File: src/rtl/ivs_timing_gen.sv
// Video timing generator: h/v counters over shadowed porch/sync/active config,
// registered DE/HS/VS/coordinates and frame pulses aligned one cycle behind the counters.
module ivs_timing_gen #(
    parameter int CNT_W = 12
) (
    input  logic             hclk,
    input  logic             hrst_n,
    input  logic             sw_rst,
    input  logic [31:0]      glb_ctrl,
    input  logic [31:0]      cfg_par0,
    input  logic [31:0]      cfg_par1,
    input  logic [31:0]      cfg_par2,
    input  logic [31:0]      cfg_par3,
    output logic             vid_de,
    output logic             vid_hs,
    output logic             vid_vs,
    output logic [CNT_W-1:0] vid_x,
    output logic [CNT_W-1:0] vid_y,
    output logic             frame_start,
    output logic             frame_done,
    output logic             busy,
    output logic             cfg_err,
    output logic [15:0]      frame_cnt
);
    localparam int TW = CNT_W + 2;

    typedef enum logic {IDLE, RUN} state_t;

    state_t           state, state_nxt;
    logic [TW-1:0]    h_cnt, v_cnt, h_nxt, v_nxt;
    logic             armed, armed_nxt, err_nxt, load_sh;

    logic [CNT_W-1:0] sh_ha, sh_hfp, sh_hs, sh_hbp, sh_va, sh_vfp, sh_vs, sh_vbp;
    logic [CNT_W-1:0] lv_ha, lv_hfp, lv_hs, lv_hbp, lv_va, lv_vfp, lv_vs, lv_vbp;
    logic [TW-1:0]    htotal, vtotal, hs_lo, hs_hi, vs_lo, vs_hi;
    logic             en, single, live_ok, h_last, f_last, run;

    logic             de_r, hs_act_r, vs_act_r, fs_r, fd_r, busy_r;
    logic [CNT_W-1:0] x_r, y_r;
    logic [15:0]      fcnt_r;
    logic             unused_bits;

    assign unused_bits = ^{glb_ctrl, cfg_par0, cfg_par1, cfg_par2, cfg_par3};

    assign lv_ha  = cfg_par0[CNT_W-1:0];
    assign lv_va  = cfg_par0[16 +: CNT_W];
    assign lv_hfp = cfg_par1[CNT_W-1:0];
    assign lv_hs  = cfg_par1[16 +: CNT_W];
    assign lv_hbp = cfg_par2[CNT_W-1:0];
    assign lv_vfp = cfg_par2[16 +: CNT_W];
    assign lv_vs  = cfg_par3[CNT_W-1:0];
    assign lv_vbp = cfg_par3[16 +: CNT_W];

    assign en      = glb_ctrl[0];
    assign single  = glb_ctrl[3];
    assign live_ok = (lv_ha != '0) && (lv_va != '0);

    assign hs_lo  = TW'(sh_ha) + TW'(sh_hfp);
    assign hs_hi  = hs_lo + TW'(sh_hs);
    assign htotal = hs_hi + TW'(sh_hbp);
    assign vs_lo  = TW'(sh_va) + TW'(sh_vfp);
    assign vs_hi  = vs_lo + TW'(sh_vs);
    assign vtotal = vs_hi + TW'(sh_vbp);

    assign h_last = (h_cnt == htotal - 1'b1);
    assign f_last = h_last && (v_cnt == vtotal - 1'b1);
    assign run    = (state == RUN);

    always_comb begin
        state_nxt = state;
        h_nxt     = h_cnt;
        v_nxt     = v_cnt;
        armed_nxt = armed;
        err_nxt   = cfg_err;
        load_sh   = 1'b0;
        case (state)
            IDLE: begin
                if (en && armed) begin
                    if (live_ok) begin
                        state_nxt = RUN;
                        h_nxt     = '0;
                        v_nxt     = '0;
                        load_sh   = 1'b1;
                        err_nxt   = 1'b0;
                    end else begin
                        err_nxt = 1'b1;
                    end
                end
            end
            RUN: begin
                if (f_last) begin
                    h_nxt = '0;
                    v_nxt = '0;
                    if (en && !single && live_ok) load_sh = 1'b1;
                    else state_nxt = IDLE;
                    if (single) armed_nxt = 1'b0;
                end else if (h_last) begin
                    h_nxt = '0;
                    v_nxt = v_cnt + 1'b1;
                end else begin
                    h_nxt = h_cnt + 1'b1;
                end
            end
            default: state_nxt = IDLE;
        endcase
        if (!en) armed_nxt = 1'b1;
    end

    // Counter stage: position of the cycle whose outputs are registered next.
    always_ff @(posedge hclk or negedge hrst_n) begin
        if (!hrst_n) begin
            state   <= IDLE;
            h_cnt   <= '0;
            v_cnt   <= '0;
            armed   <= 1'b1;
            cfg_err <= 1'b0;
        end else if (sw_rst) begin
            state   <= IDLE;
            h_cnt   <= '0;
            v_cnt   <= '0;
            armed   <= 1'b1;
            cfg_err <= 1'b0;
        end else begin
            state   <= state_nxt;
            h_cnt   <= h_nxt;
            v_cnt   <= v_nxt;
            armed   <= armed_nxt;
            cfg_err <= err_nxt;
        end
    end

    always_ff @(posedge hclk or negedge hrst_n) begin
        if (!hrst_n) begin
            sh_ha <= '0; sh_hfp <= '0; sh_hs <= '0; sh_hbp <= '0;
            sh_va <= '0; sh_vfp <= '0; sh_vs <= '0; sh_vbp <= '0;
        end else if (load_sh && !sw_rst) begin
            sh_ha <= lv_ha; sh_hfp <= lv_hfp; sh_hs <= lv_hs; sh_hbp <= lv_hbp;
            sh_va <= lv_va; sh_vfp <= lv_vfp; sh_vs <= lv_vs; sh_vbp <= lv_vbp;
        end
    end

    // Output stage: everything decoded from the counter stage, registered together.
    always_ff @(posedge hclk or negedge hrst_n) begin
        if (!hrst_n) begin
            de_r <= 1'b0; hs_act_r <= 1'b0; vs_act_r <= 1'b0;
            fs_r <= 1'b0; fd_r <= 1'b0; busy_r <= 1'b0;
            x_r  <= '0;   y_r  <= '0;   fcnt_r <= '0;
        end else if (sw_rst) begin
            de_r <= 1'b0; hs_act_r <= 1'b0; vs_act_r <= 1'b0;
            fs_r <= 1'b0; fd_r <= 1'b0; busy_r <= 1'b0;
            x_r  <= '0;   y_r  <= '0;   fcnt_r <= '0;
        end else begin
            busy_r   <= run;
            de_r     <= run && (h_cnt < TW'(sh_ha)) && (v_cnt < TW'(sh_va));
            hs_act_r <= run && (h_cnt >= hs_lo) && (h_cnt < hs_hi);
            vs_act_r <= run && (v_cnt >= vs_lo) && (v_cnt < vs_hi);
            fs_r     <= run && (h_cnt == '0) && (v_cnt == '0);
            fd_r     <= run && f_last;
            x_r      <= run ? h_cnt[CNT_W-1:0] : '0;
            y_r      <= run ? v_cnt[CNT_W-1:0] : '0;
            if (fd_r) fcnt_r <= fcnt_r + 16'd1;
        end
    end

    // Polarity is live, so the idle level follows the control bits even in reset.
    assign vid_hs      = hs_act_r ^ glb_ctrl[1];
    assign vid_vs      = vs_act_r ^ glb_ctrl[2];
    assign vid_de      = de_r;
    assign vid_x       = x_r;
    assign vid_y       = y_r;
    assign frame_start = fs_r;
    assign frame_done  = fd_r;
    assign busy        = busy_r;
    assign frame_cnt   = fcnt_r;
endmodule

File: config.mk
export PLATFORM = sky130hd
export DESIGN_NAME = ivs_timing_gen
export DESIGN_NICKNAME = d
export VERILOG_FILES = /design/src/rtl/ivs_timing_gen.sv
export SDC_FILE = /design/constraint.sdc
export NUM_CORES = 1
export LEC_CHECK = 0
export ABC_AREA = 1
export CORE_MARGIN = 5
export CORE_UTILIZATION = 55
export DETAILED_ROUTE_END_ITERATION = 8
export PLACE_DENSITY = 0.81
export SLEW_MARGIN = 20
export SYNTH_ARGS = -nofsm -noshare
export SYNTH_HDL_FRONTEND = slang
export SYNTH_SLANG_ARGS = --single-unit
File: constraint.sdc
create_clock -name hclk -period 6.91 [get_ports hclk]
set_input_delay 1.7275 -clock hclk [delete_from_list [all_inputs] [get_ports hclk]]
set_output_delay 1.7275 -clock hclk [all_outputs]
set_load 0.01 [all_outputs]
==> results.tsv <==
metric	value	unit
outcome	completed	
Setup Crit Path Kind	reg -> reg	
Die W	166.8	um
Tot Pwr	8.904	mW
vias in the first global route	11930	
htree depth	4	
first-pass GRT wire length	56170	um
Starting Density	55.76	%
port bufs	149	
Finished Cell Area	15800	um2
crit path max fanout	96	
Vias	12510	
Chip Height	166.8	um
critical path's most frequent cell	nand2_1	
GRT Util Overall	24.18	%
Power Dens Cells	563.7	nW/um2
count of pins over their slew limit	0	
R2R setup slack	570	ps
top cell type's share of synthesized area	31.83	%
Syn Inst Count	1881	
Seq cells post-synth	173	
Post-DP HPWL	26650	um
Tmin final	6341	ps
most instantiated cells after synthesis	560 x nand2_1, 281 x inv_1, 176 x nand3_1	
Clock Pin Slew Worst Setup and Hold Paths	70	ps
Syn Std Cell Area	13520	um2
Reg area	4330	um2
CP max-delay cell	nand2_4	
final hold vios	0	
critical path's largest stage delay	420	ps
final setup fails	0	
data arrival time of the worst path	6660	ps
largest net degree at the start of global routing	97	
Post-synth EDFFs	0	
RSZ-0062 raised after global routing	false	
Post-Syn Nets	2213	
Post-DP Area	15230	um2
Post-Layout Cell Count	2346	
Slew headroom	33.94	%
drt pass-1 iters	5	
share of layout cells above drive strength 1	3.314	%
Root Driver	clkbuf_16	
Cell variety after synth	49	
post-synth top area cell	dfrtp_1	
Worst-Margin Slew	990.9	ps
cts bufs inserted	17	
Fillers	2094	
CTS Buffer Depth	2	
area delta synth->final	16.83	%
drt wl/cell	14.47	um
CTS tree	done	
Core Footprint	24250	um2
Vias/cell	5.333	
die area	27820	um2
Setup TNS	0	ps
DRT antenna net count	0	
area occupied by multi-input gates	7868	um2
Async S/R FF share, synth	100.0	%
Leak Pwr	8.495	nW
Worst Path Required	7230	ps
DP Cell Count	2314	
worst-skew pair later-pin latency	440	ps
DRC Markers	0	
CP startpoint kind	flip-flop	
DRT iter0 DRCs	901	
Nets	2341	
f_max	157.7	MHz
initial antenna violation count	1	
top post-synthesis cells by area	dfrtp_1 32%, nand2_1 16%, ha_1 15%	
number of core rows	57	
grt ovf	0	
sequential-to-total area share from yosys stat	32.03	%
Largest register FFs	16	
# diodes	0	
post-synthesis area per instance	7.189	um2
Worst VDD drop	0.3587	mV
CTS Hold Bufs	0	
placer congestion estimate	0.9182	
CTS sink cnt	173	
Post-Route Utilization	65.15	%
Critical Path Sink Type	flip-flop	
drt total wl	33940	um
worst hold-check path type	reg -> reg	
Top FF cell, synth	dfrtp_1	
IO Pins	210	
final worst-path cycle share	91.77	%
Clock Skews	12.43	ps
Syn. warnings	0	
Max-cap violations	0	
top-count cell post-synth	nand2_1	
## cells by family after synthesis
| family | synth area share, % |
|---|---|
| fa+ha+maj | 15.97 |
| simple gates | 29.96 |
| flops | 32.03 |
| buf+inv | 9.790 |
| xor+xnor | 4.469 |
| compound gates | 7.782 |
## worst paths after layout
kind,startpoint,depth (start not counted),endpoint
max,sh_ha[0]$_DFFE_PN0P_,35,sh_hs[4]$_DFFE_PN0P_
min,sh_hbp[5]$_DFFE_PN0P_,2,sh_hbp[5]$_DFFE_PN0P_
max reg2reg,sh_ha[0]$_DFFE_PN0P_,35,sh_hs[4]$_DFFE_PN0P_
min reg2reg,sh_hbp[5]$_DFFE_PN0P_,2,sh_hbp[5]$_DFFE_PN0P_
max in group asynchronous,hrst_n,2,v_cnt[8]$_DFFE_PN0P_
min in group asynchronous,hrst_n,1,sh_vs[4]$_DFFE_PN0P_
## placed cells by master (no fill, tap or decap), types with 3 or more instances in the layout
cell,synthesis,layout
nand2_1,560,560
inv_1,281,281
nand3_1,176,176
dfrtp_1,172,172
ha_1,163,163
clkdlybuf4s50_1,0,148
nor2_1,123,123
a21oi_1,90,90
xor2_1,49,49
o21ai_0,36,36
nand4_1,30,30
nor3_1,22,22
xnor2_1,20,20
clkbuf_16,0,17
nor4_1,16,16
o21bai_1,13,13
or2_2,10,10
o211ai_1,9,9
fa_1,6,6
a31oi_1,5,5
a21o_1,5,5
inv_2,5,5
nand3b_1,5,5
o22ai_1,5,5
buf_4,7,4
nor2_2,3,3
a21boi_0,3,3
nor3b_1,3,3
inv_6,0,3
inv_8,0,3
clkinvlp_4,0,3
## power breakdown
part | total [mW] | leakage, nW | internal [mW] | switching, mW
Sequential | 1.24 | 2.26 | 1.14 | 0.101
Clock | 0.939 | 0.269 | 0.476 | 0.463
Combinational | 6.73 | 5.97 | 2.56 | 4.17
Total | 8.90 | 8.49 | 4.17 | 4.74
## worst max-delay path: cells and delay by family (launching register included)
| family | cells | cell delay, ps |
|---|---|---|
| AOI/OAI and AO/OA | 5 | 960 |
| adders and majority gates | 4 | 1320 |
| and+or+nand+nor | 18 | 2290 |
| xor gates and xnor gates | 2 | 610 |
| DFF | 1 | 380 |
| buffers and inverters | 6 | 500 |
## timing repair
| action | in CTS | in global routing |
|---|---|---|
| hold endpoints to repair | 0 | 0 |
| setup endpoints to repair | 0 | 96 |
| resized for setup | 0 | 1 |
| setup buffers | 0 | 0 |
## routing by layer
metal	share of wire, %	track usage [%]	up-vias	routed length (um)
met4	2.1	6.688	0	724
li1	-	-	6319	-
met1	47	34.19	5789	15970
met2	45	38.83	341	15260
met3	5.8	3.887	62	1982
met5	0	0	-	0
## per-stage QoR
| step | setup slack (ps) | hold slack, ps |
|---|---|---|
| floorplan | 2135 | 441.9 |
| global placement | 712.1 | 458.7 |
| detailed placement | 608.1 | 459.9 |
| CTS | 432.9 | 476.8 |
| global route | 41.31 | 496.4 |
| finish | 568.6 | 473.8 |
## final cells by class
cell class,count,area share [%]
tap,324,2.566
inverter,287,6.819
sequential,173,27.41
clock inverter,14,0.8475
clock buffer,18,2.717
timing repair buffer,155,9.837
multi-input combinational,1375,49.80
Note: power is estimated with default switching activity, not from simulation.
